==> config.mk <==
export PLATFORM = sky130hd
export DESIGN_NAME = hyperbus_target
export DESIGN_NICKNAME = d
export VERILOG_FILES = /design/src/rtl/hyperbus_target_pkg.sv /design/src/rtl/hyperbus_target_mem.sv /design/src/rtl/hyperbus_target.sv
export SDC_FILE = /design/constraint.sdc
export NUM_CORES = 2
export LEC_CHECK = 0
export ABC_AREA = 0
export BUFFER_PORTS_ARGS = -buffer_cell sky130_fd_sc_hd__buf_2
export CORE_UTILIZATION = 25
export CTS_CLUSTER_DIAMETER = 120
export CTS_CLUSTER_SIZE = 16
export DETAILED_ROUTE_END_ITERATION = 12
export SYNTH_ARGS = -nofsm -noshare
export SYNTH_HDL_FRONTEND = slang
export SYNTH_HIERARCHICAL = 1
export SYNTH_SLANG_ARGS = --single-unit
==> constraint.sdc <==
create_clock -name clk_i -period 11.2 [get_ports clk_i]
set_clock_uncertainty 0.2 [all_clocks]
set_input_delay 0.56 -clock clk_i [delete_from_list [all_inputs] [get_ports clk_i]]
set_output_delay 0.56 -clock clk_i [all_outputs]
set_load 0.1 [all_outputs]
==> src/rtl/hyperbus_target_pkg.sv <==
// rtl/hyperbus_target_pkg.sv - shared types and constants for the HyperBus target
// Contents: transaction state enum, command/address word layout,
// CA edge count, RWDS level driven during read latency, address helper.
package hyperbus_target_pkg;

    typedef enum logic [2:0] {
        ST_IDLE,
        ST_CA,
        ST_LAT,
        ST_WDATA,
        ST_RDATA,
        ST_REGW,
        ST_DONE
    } state_e;

    // 48-bit command/address word as shifted in MSB-first over edges 0..5.
    typedef struct packed {
        logic        rw;     // 1 = read
        logic        as;     // 1 = register space
        logic        burst;  // ignored, bursts are always linear
        logic [28:0] row;    // upper word address
        logic [12:0] rsvd;
        logic [2:0]  col;    // lower word address
    } ca_t;

    localparam int unsigned CA_EDGES       = 6;
    localparam logic        RWDS_LAT_LEVEL = 1'b0;

    function automatic logic [31:0] ca_word_addr(input ca_t ca);
        return {ca.row, ca.col};
    endfunction

endpackage

==> src/rtl/hyperbus_target_mem.sv <==
// rtl/hyperbus_target_mem.sv - word memory with asynchronous read and byte-enabled write
// Ports: clk_i; addr_i shared word address; we_i/be_i/wdata_i write port
// (be_i[1] = bits 15:8); rdata_o combinational read of addr_i.
module hyperbus_target_mem #(
    parameter int unsigned AddrWidth = 8
) (
    input  logic                 clk_i,
    input  logic [AddrWidth-1:0] addr_i,
    input  logic                 we_i,
    input  logic [1:0]           be_i,
    input  logic [15:0]          wdata_i,
    output logic [15:0]          rdata_o
);

    // Contents are deliberately not reset.
    logic [15:0] mem_q [2**AddrWidth];

    always_ff @(posedge clk_i) begin
        if (we_i) begin
            if (be_i[1]) mem_q[addr_i][15:8] <= wdata_i[15:8];
            if (be_i[0]) mem_q[addr_i][7:0]  <= wdata_i[7:0];
        end
    end

    assign rdata_o = mem_q[addr_i];

endmodule

==> src/rtl/hyperbus_target.sv <==
// rtl/hyperbus_target.sv - HyperRAM-style device responder with oversampled CK
// Ports: clk_i/rst_ni system clock and sync active-low reset; hyper_* pins
// of the HyperBus device side (cs, ck, reset, dq, rwds with output enables);
// busy_o transaction in progress; abort_o one-cycle pulse on early CS release.
module hyperbus_target
    import hyperbus_target_pkg::*;
#(
    parameter int unsigned AddrWidth  = 8,
    parameter int unsigned Latency    = 6,
    parameter logic [15:0] Cr0Default = 16'h8F1F,
    parameter logic [15:0] Id0Value   = 16'h0C81
) (
    input  logic       clk_i,
    input  logic       rst_ni,
    input  logic       hyper_cs_ni,
    input  logic       hyper_ck_i,
    input  logic       hyper_reset_ni,
    input  logic [7:0] hyper_dq_i,
    output logic [7:0] hyper_dq_o,
    output logic       hyper_dq_oe_o,
    input  logic       hyper_rwds_i,
    output logic       hyper_rwds_o,
    output logic       hyper_rwds_oe_o,
    output logic       busy_o,
    output logic       abort_o
);

    localparam logic [7:0] CA_LAST  = 8'(CA_EDGES - 1);
    localparam logic [7:0] LAT_LAST = 8'(4 * Latency - 5);

    state_e      state_q, state_d, cur;
    logic        ck_q;
    logic [7:0]  cnt_q, cnt_d, cnt_cur;
    logic [39:0] ca_sr_q, ca_sr_d;
    logic        rw_q, rw_d, as_q, as_d;
    logic [31:0] addr_q, addr_d;
    logic        odd_q, odd_d;
    logic [7:0]  hi_q, hi_d;
    logic        hi_mask_q, hi_mask_d;
    logic [15:0] cr0_q, cr0_d;
    logic [7:0]  dq_q, dq_d;
    logic        dq_oe_q, dq_oe_d, rwds_q, rwds_d, rwds_oe_q, rwds_oe_d;
    logic        busy_q, busy_d, abort_q, abort_d;

    logic        rst_n, edge_det, mem_we;
    logic [1:0]  mem_be;
    logic [15:0] mem_rdata, rd_word;
    ca_t         ca_next;
    logic        ca_unused;

    assign rst_n    = rst_ni & hyper_reset_ni;
    // A CK change in the same sample as CS rising is not an edge.
    assign edge_det = (hyper_ck_i != ck_q) && !hyper_cs_ni;
    assign ca_next  = ca_t'({ca_sr_q, hyper_dq_i});
    assign ca_unused = ^{ca_next.burst, ca_next.rsvd};

    hyperbus_target_mem #(.AddrWidth(AddrWidth)) u_mem (
        .clk_i   (clk_i),
        .addr_i  (addr_q[AddrWidth-1:0]),
        .we_i    (mem_we & rst_n),
        .be_i    (mem_be),
        .wdata_i ({hi_q, hyper_dq_i}),
        .rdata_o (mem_rdata)
    );

    always_comb begin
        state_d   = state_q;
        cnt_d     = cnt_q;
        ca_sr_d   = ca_sr_q;
        rw_d      = rw_q;
        as_d      = as_q;
        addr_d    = addr_q;
        odd_d     = odd_q;
        hi_d      = hi_q;
        hi_mask_d = hi_mask_q;
        cr0_d     = cr0_q;
        dq_d      = dq_q;
        dq_oe_d   = dq_oe_q;
        rwds_d    = rwds_q;
        rwds_oe_d = rwds_oe_q;
        busy_d    = 1'b0;
        abort_d   = 1'b0;
        mem_we    = 1'b0;
        mem_be    = 2'b00;
        cur       = state_q;
        cnt_cur   = cnt_q;
        // Register space: full word address 0 is the ID, everything else CR0.
        rd_word   = as_q ? ((addr_q == '0) ? Id0Value : cr0_q) : mem_rdata;

        if (hyper_cs_ni) begin
            abort_d   = (state_q == ST_CA);
            state_d   = ST_IDLE;
            dq_d      = '0;
            dq_oe_d   = 1'b0;
            rwds_d    = 1'b0;
            rwds_oe_d = 1'b0;
        end else begin
            busy_d = 1'b1;
            // CS just fell: an edge in this same sample is CA edge 0.
            if (state_q == ST_IDLE) begin
                cur       = ST_CA;
                cnt_cur   = '0;
                cnt_d     = '0;
                state_d   = ST_CA;
                dq_d      = '0;
                dq_oe_d   = 1'b0;
                rwds_d    = 1'b1;
                rwds_oe_d = 1'b1;
            end

            // RWDS level once CA is over: reads hold it low, writes release it.
            case (cur)
                ST_LAT: begin
                    rwds_oe_d = rw_q;
                    rwds_d    = rw_q ? RWDS_LAT_LEVEL : 1'b0;
                end
                ST_WDATA, ST_REGW, ST_DONE: begin
                    rwds_oe_d = 1'b0;
                    rwds_d    = 1'b0;
                end
                default: ;
            endcase

            if (edge_det) begin
                case (cur)
                    ST_CA: begin
                        ca_sr_d = ca_next[39:0];
                        cnt_d   = cnt_cur + 8'd1;
                        if (cnt_cur == CA_LAST) begin
                            rw_d    = ca_next.rw;
                            as_d    = ca_next.as;
                            addr_d  = ca_word_addr(ca_next);
                            cnt_d   = '0;
                            odd_d   = 1'b0;
                            state_d = (!ca_next.rw && ca_next.as) ? ST_REGW : ST_LAT;
                        end
                    end
                    ST_LAT: begin
                        cnt_d = cnt_q + 8'd1;
                        if (cnt_q == LAT_LAST) state_d = rw_q ? ST_RDATA : ST_WDATA;
                    end
                    ST_WDATA: begin
                        odd_d = ~odd_q;
                        if (!odd_q) begin
                            hi_d      = hyper_dq_i;
                            hi_mask_d = hyper_rwds_i;
                        end else begin
                            mem_we = 1'b1;
                            mem_be = {~hi_mask_q, ~hyper_rwds_i};
                            addr_d = addr_q + 32'd1;
                        end
                    end
                    ST_RDATA: begin
                        dq_d      = odd_q ? rd_word[7:0] : rd_word[15:8];
                        dq_oe_d   = 1'b1;
                        rwds_d    = ~odd_q;
                        rwds_oe_d = 1'b1;
                        odd_d     = ~odd_q;
                        if (odd_q) addr_d = addr_q + 32'd1;
                    end
                    ST_REGW: begin
                        odd_d = ~odd_q;
                        if (!odd_q) begin
                            hi_d = hyper_dq_i;
                        end else begin
                            cr0_d   = {hi_q, hyper_dq_i};
                            state_d = ST_DONE;
                        end
                    end
                    default: ;
                endcase
            end
        end
    end

    always_ff @(posedge clk_i) begin
        if (!rst_n) begin
            state_q   <= ST_IDLE;
            ck_q      <= 1'b0;
            cnt_q     <= '0;
            ca_sr_q   <= '0;
            rw_q      <= 1'b0;
            as_q      <= 1'b0;
            addr_q    <= '0;
            odd_q     <= 1'b0;
            hi_q      <= '0;
            hi_mask_q <= 1'b0;
            cr0_q     <= Cr0Default;
            dq_q      <= '0;
            dq_oe_q   <= 1'b0;
            rwds_q    <= 1'b0;
            rwds_oe_q <= 1'b0;
            busy_q    <= 1'b0;
            abort_q   <= 1'b0;
        end else begin
            state_q   <= state_d;
            ck_q      <= hyper_ck_i;
            cnt_q     <= cnt_d;
            ca_sr_q   <= ca_sr_d;
            rw_q      <= rw_d;
            as_q      <= as_d;
            addr_q    <= addr_d;
            odd_q     <= odd_d;
            hi_q      <= hi_d;
            hi_mask_q <= hi_mask_d;
            cr0_q     <= cr0_d;
            dq_q      <= dq_d;
            dq_oe_q   <= dq_oe_d;
            rwds_q    <= rwds_d;
            rwds_oe_q <= rwds_oe_d;
            busy_q    <= busy_d;
            abort_q   <= abort_d;
        end
    end

    assign hyper_dq_o      = dq_q;
    assign hyper_dq_oe_o   = dq_oe_q;
    assign hyper_rwds_o    = rwds_q;
    assign hyper_rwds_oe_o = rwds_oe_q;
    assign busy_o          = busy_q;
    assign abort_o         = abort_q;

endmodule

==> results.toml <==
[outcome]
status = "complete, no violations"

[clock_tree]
cts_tree = "yes"
clock-sinks = 4220
clk_pin_slew_ns = 0.07
clk_root_buffer_cell = "clkbuf_16"
htree_levels = 5
cts_buffers = 304
clock_latency_ns = 0.94
clockBufferDepth = 4

[timing]
finalCriticalPeriod_ns = 6.751
slew_violations = 0
fmaxAchievable_mhz = 148.1
relSlewSlack = 0.03804
worst_pin_slew_ns = 1.424
setup_slack_ns = 4.449
finalSetupViolCount = 0
hold_slack_ns = 0.1999
rsz0062_at_grt = "false"
post-route-period-util = 0.6028
hold_viol_final = 0
finalSetupTns_ns = 0

[logic_synthesis]
yosys_warnings = 6
synth_cells = 7820
synth_commonest_cells = "4096 x edfxtp_1, 1024 x mux4_2, 557 x nor2_1"
syn-num-nets = 7839
ys_seq_area_frac = 0.7718
yosys_most_used_dff = "edfxtp_1"
synth_top_area_frac = 0.7565
syn_area_sq_mm = 0.1626
synthDistinctLibCells = 75
synth_top_area_cell = "edfxtp_1"
synth_edf_count = 4096
synth_area_per_cell_sq_um = 20.79
synthTopCellsByArea = "edfxtp_1 76%, mux4_2 14%, a22oi_1 2.4%"
synthArstFlopShare = 0
synth_seq_cells = 4220
yosysMostFrequentCell = "edfxtp_1"

[global_routing]
overflow = 0
first_global_vias = 79225
grt_pass1_wl_um = 581700
antenna_found_initial = 27
grt_max_degree = 215
grt_usage = 0.1186

[critical_path]
reg2reg_slack_ns = 4.45
crit_fanout = 95
r2r-start = "addr_q[0]$_SDFFE_PN0P_"
crit_path_end_kind = "register"
arrival_ns = 7.35
r2r-end = "hyper_dq_o[5]$_SDFF_PP0_"
required_ns = 11.80
ff2ff_path_depth = 10
path_class = "reg -> reg"
startpoint_type = "register"

[die]
core_area_sq_mm = 0.6467
io_pins = 27
num_rows = 295
die_h_um = 808.5
die_width_um = 808.5
start_util = 0.2514
die-area_sq_mm = 0.6536

[layout]
fillers = 63357
area_growth_pct = 11.66
utilization = 0.2807
drive_above_1_share = 0.2105
area.sequential_sq_mm = 0.1255
layout.cells.non_filler = 16516
multiInputGateArea_sq_mm = 0.03503
nNetsFinal = 7843

[power]
p_per_area_mw_per_mm2 = 151.8
peakVddDrop_uv = 117.2
leakagePower_nw = 55.79

[placed_design]
dp.cells = 16117
gp_congestion = 0.7729
pre_cts_ws_ns = 4.303
port_buffers = 26
place_hpwl_um = 231200

[drt]
routedWlPerCell_um = 24.54
drc = 0
num_vias = 79169
first_pass_iters = 6
wirelength_um = 405400
via_per_inst = 4.793
antenna_left = 0
drt_first_iter_violations = 9398

[worst_hold_path]
min_to = "cr0_q[11]$_SDFFE_PN1P_"
min_path_cells = 4
hp-start = "rst_ni"
min_path_type = "in -> reg"

[flow_run]
cap_viol_max_count = 0
## cell usage in the layout (no fill, tap or decap), types with 21 or more instances in the layout
master     count
o41ai_1       41
a22oi_1      517
buf_4        152
nand3_1       51
clkbuf_1      46
o21ai_0       38
dfxtp_1      112
nor2_1       553
mux4_2      1024
nand2_1      175
clkbuf_16    314
buf_12        21
nand4_1       38
o41ai_2       24
a21oi_1      347
edfxtp_1    4096
## registers in the layout (all words and copies together) (netlist names), 3 cells and up
signal	cells
u_mem/mem_q	4096
ca_sr_q	39
addr_q	32
cr0_q	16
cnt_q	8
hi_q	8
hyper_dq_o	8
state_q	3
## report_power, final
group | internal [mW] | switching (mW)
sequential | 17.2 | 0.00337
combinational | 0.0179 | 0.159
clock | 5.07 | 5.16
total | 22.2 | 5.32
## cell type report
cell class,instances,area share
Multi-Input combinational cell,3074,0.1930
Inverter,11,0.0002274
Timing Repair Buffer,213,0.01053
Sequential cell,4220,0.6914
Tap cell,8613,0.05936
Clock buffer,360,0.04423
Antenna cell,8,0.0001103
Clock inverter,17,0.001192
## worst max-delay path by stage
| stage | startpoint | endpoint | slack, ns | depth (start not counted) |
|---|---|---|---|---|
| floorplan | hi_q[2]$_SDFFE_PN0P_ | u_mem/mem_q[0][10]$_DFFE_PP_ | 6.73 | 0 |
| global placement | addr_q[0]$_SDFFE_PN0P_ | hyper_dq_o[5]$_SDFF_PP0_ | 3.62 | 10 |
| detailed placement | addr_q[0]$_SDFFE_PN0P_ | hyper_dq_o[5]$_SDFF_PP0_ | 4.30 | 10 |
| CTS | addr_q[0]$_SDFFE_PN0P_ | hyper_dq_o[5]$_SDFF_PP0_ | 4.30 | 10 |
| global route | addr_q[0]$_SDFFE_PN0P_ | hyper_dq_o[6]$_SDFF_PP0_ | 4.05 | 11 |
| finish | addr_q[0]$_SDFFE_PN0P_ | hyper_dq_o[5]$_SDFF_PP0_ | 4.45 | 10 |
## cells by family (layout without fill, tap and decap cells)
logic type,count (synthesis),after routing,share of synthesized area
xor gates and xnor gates,5,5,0.0002694
DFF,4220,4220,0.7718
adders and majority gates,6,6,0.0004463
muxes,1046,1046,0.1432
and+or+nand+nor,957,957,0.02528
other,0,8,0
AOI/OAI and AO/OA,1060,1060,0.04427
buffers and inverters,526,601,0.01474
## routing by layer
layer  routed length [um]  GRT usage  up-vias  part of all wire
li1                     -          -    32556                 -
met1               170800     0.1657    42957              0.42
met2               193500     0.1931     3123              0.48
met3                30230    0.01876      527             0.075
met4                10820    0.03043        6             0.027
met5                   40          0        -          0.000099
## critical path, cell delays in order, from the launching register on
cell     delay (ns)
dfxtp_4        0.87
buf_12         0.68
buf_12         0.59
mux4_2         0.58
a22oi_1        0.35
a21oi_1        0.12
o41ai_1        1.24
nand4_1        0.89
mux2_2         0.56
a22oi_1        0.16
o32ai_1        0.11
## stage by stage
stage	total power, mW	area (sq um)
after CTS	27.80	181500
after detailed placement	17.69	173100
after global routing	28.30	181500
after global placement	17.68	173100
after floorplan	17.54	162600
final	27.56	181600
## what timing repair did
action,4_1_cts,5_1_grt
hold buffers,14,0
endpoints found under the setup margin,0,0
hold endpoints to repair,529,0
resized for setup,0,0
buffers inserted,0,0
No activity file was read; power rests on OpenSTA's default activity.
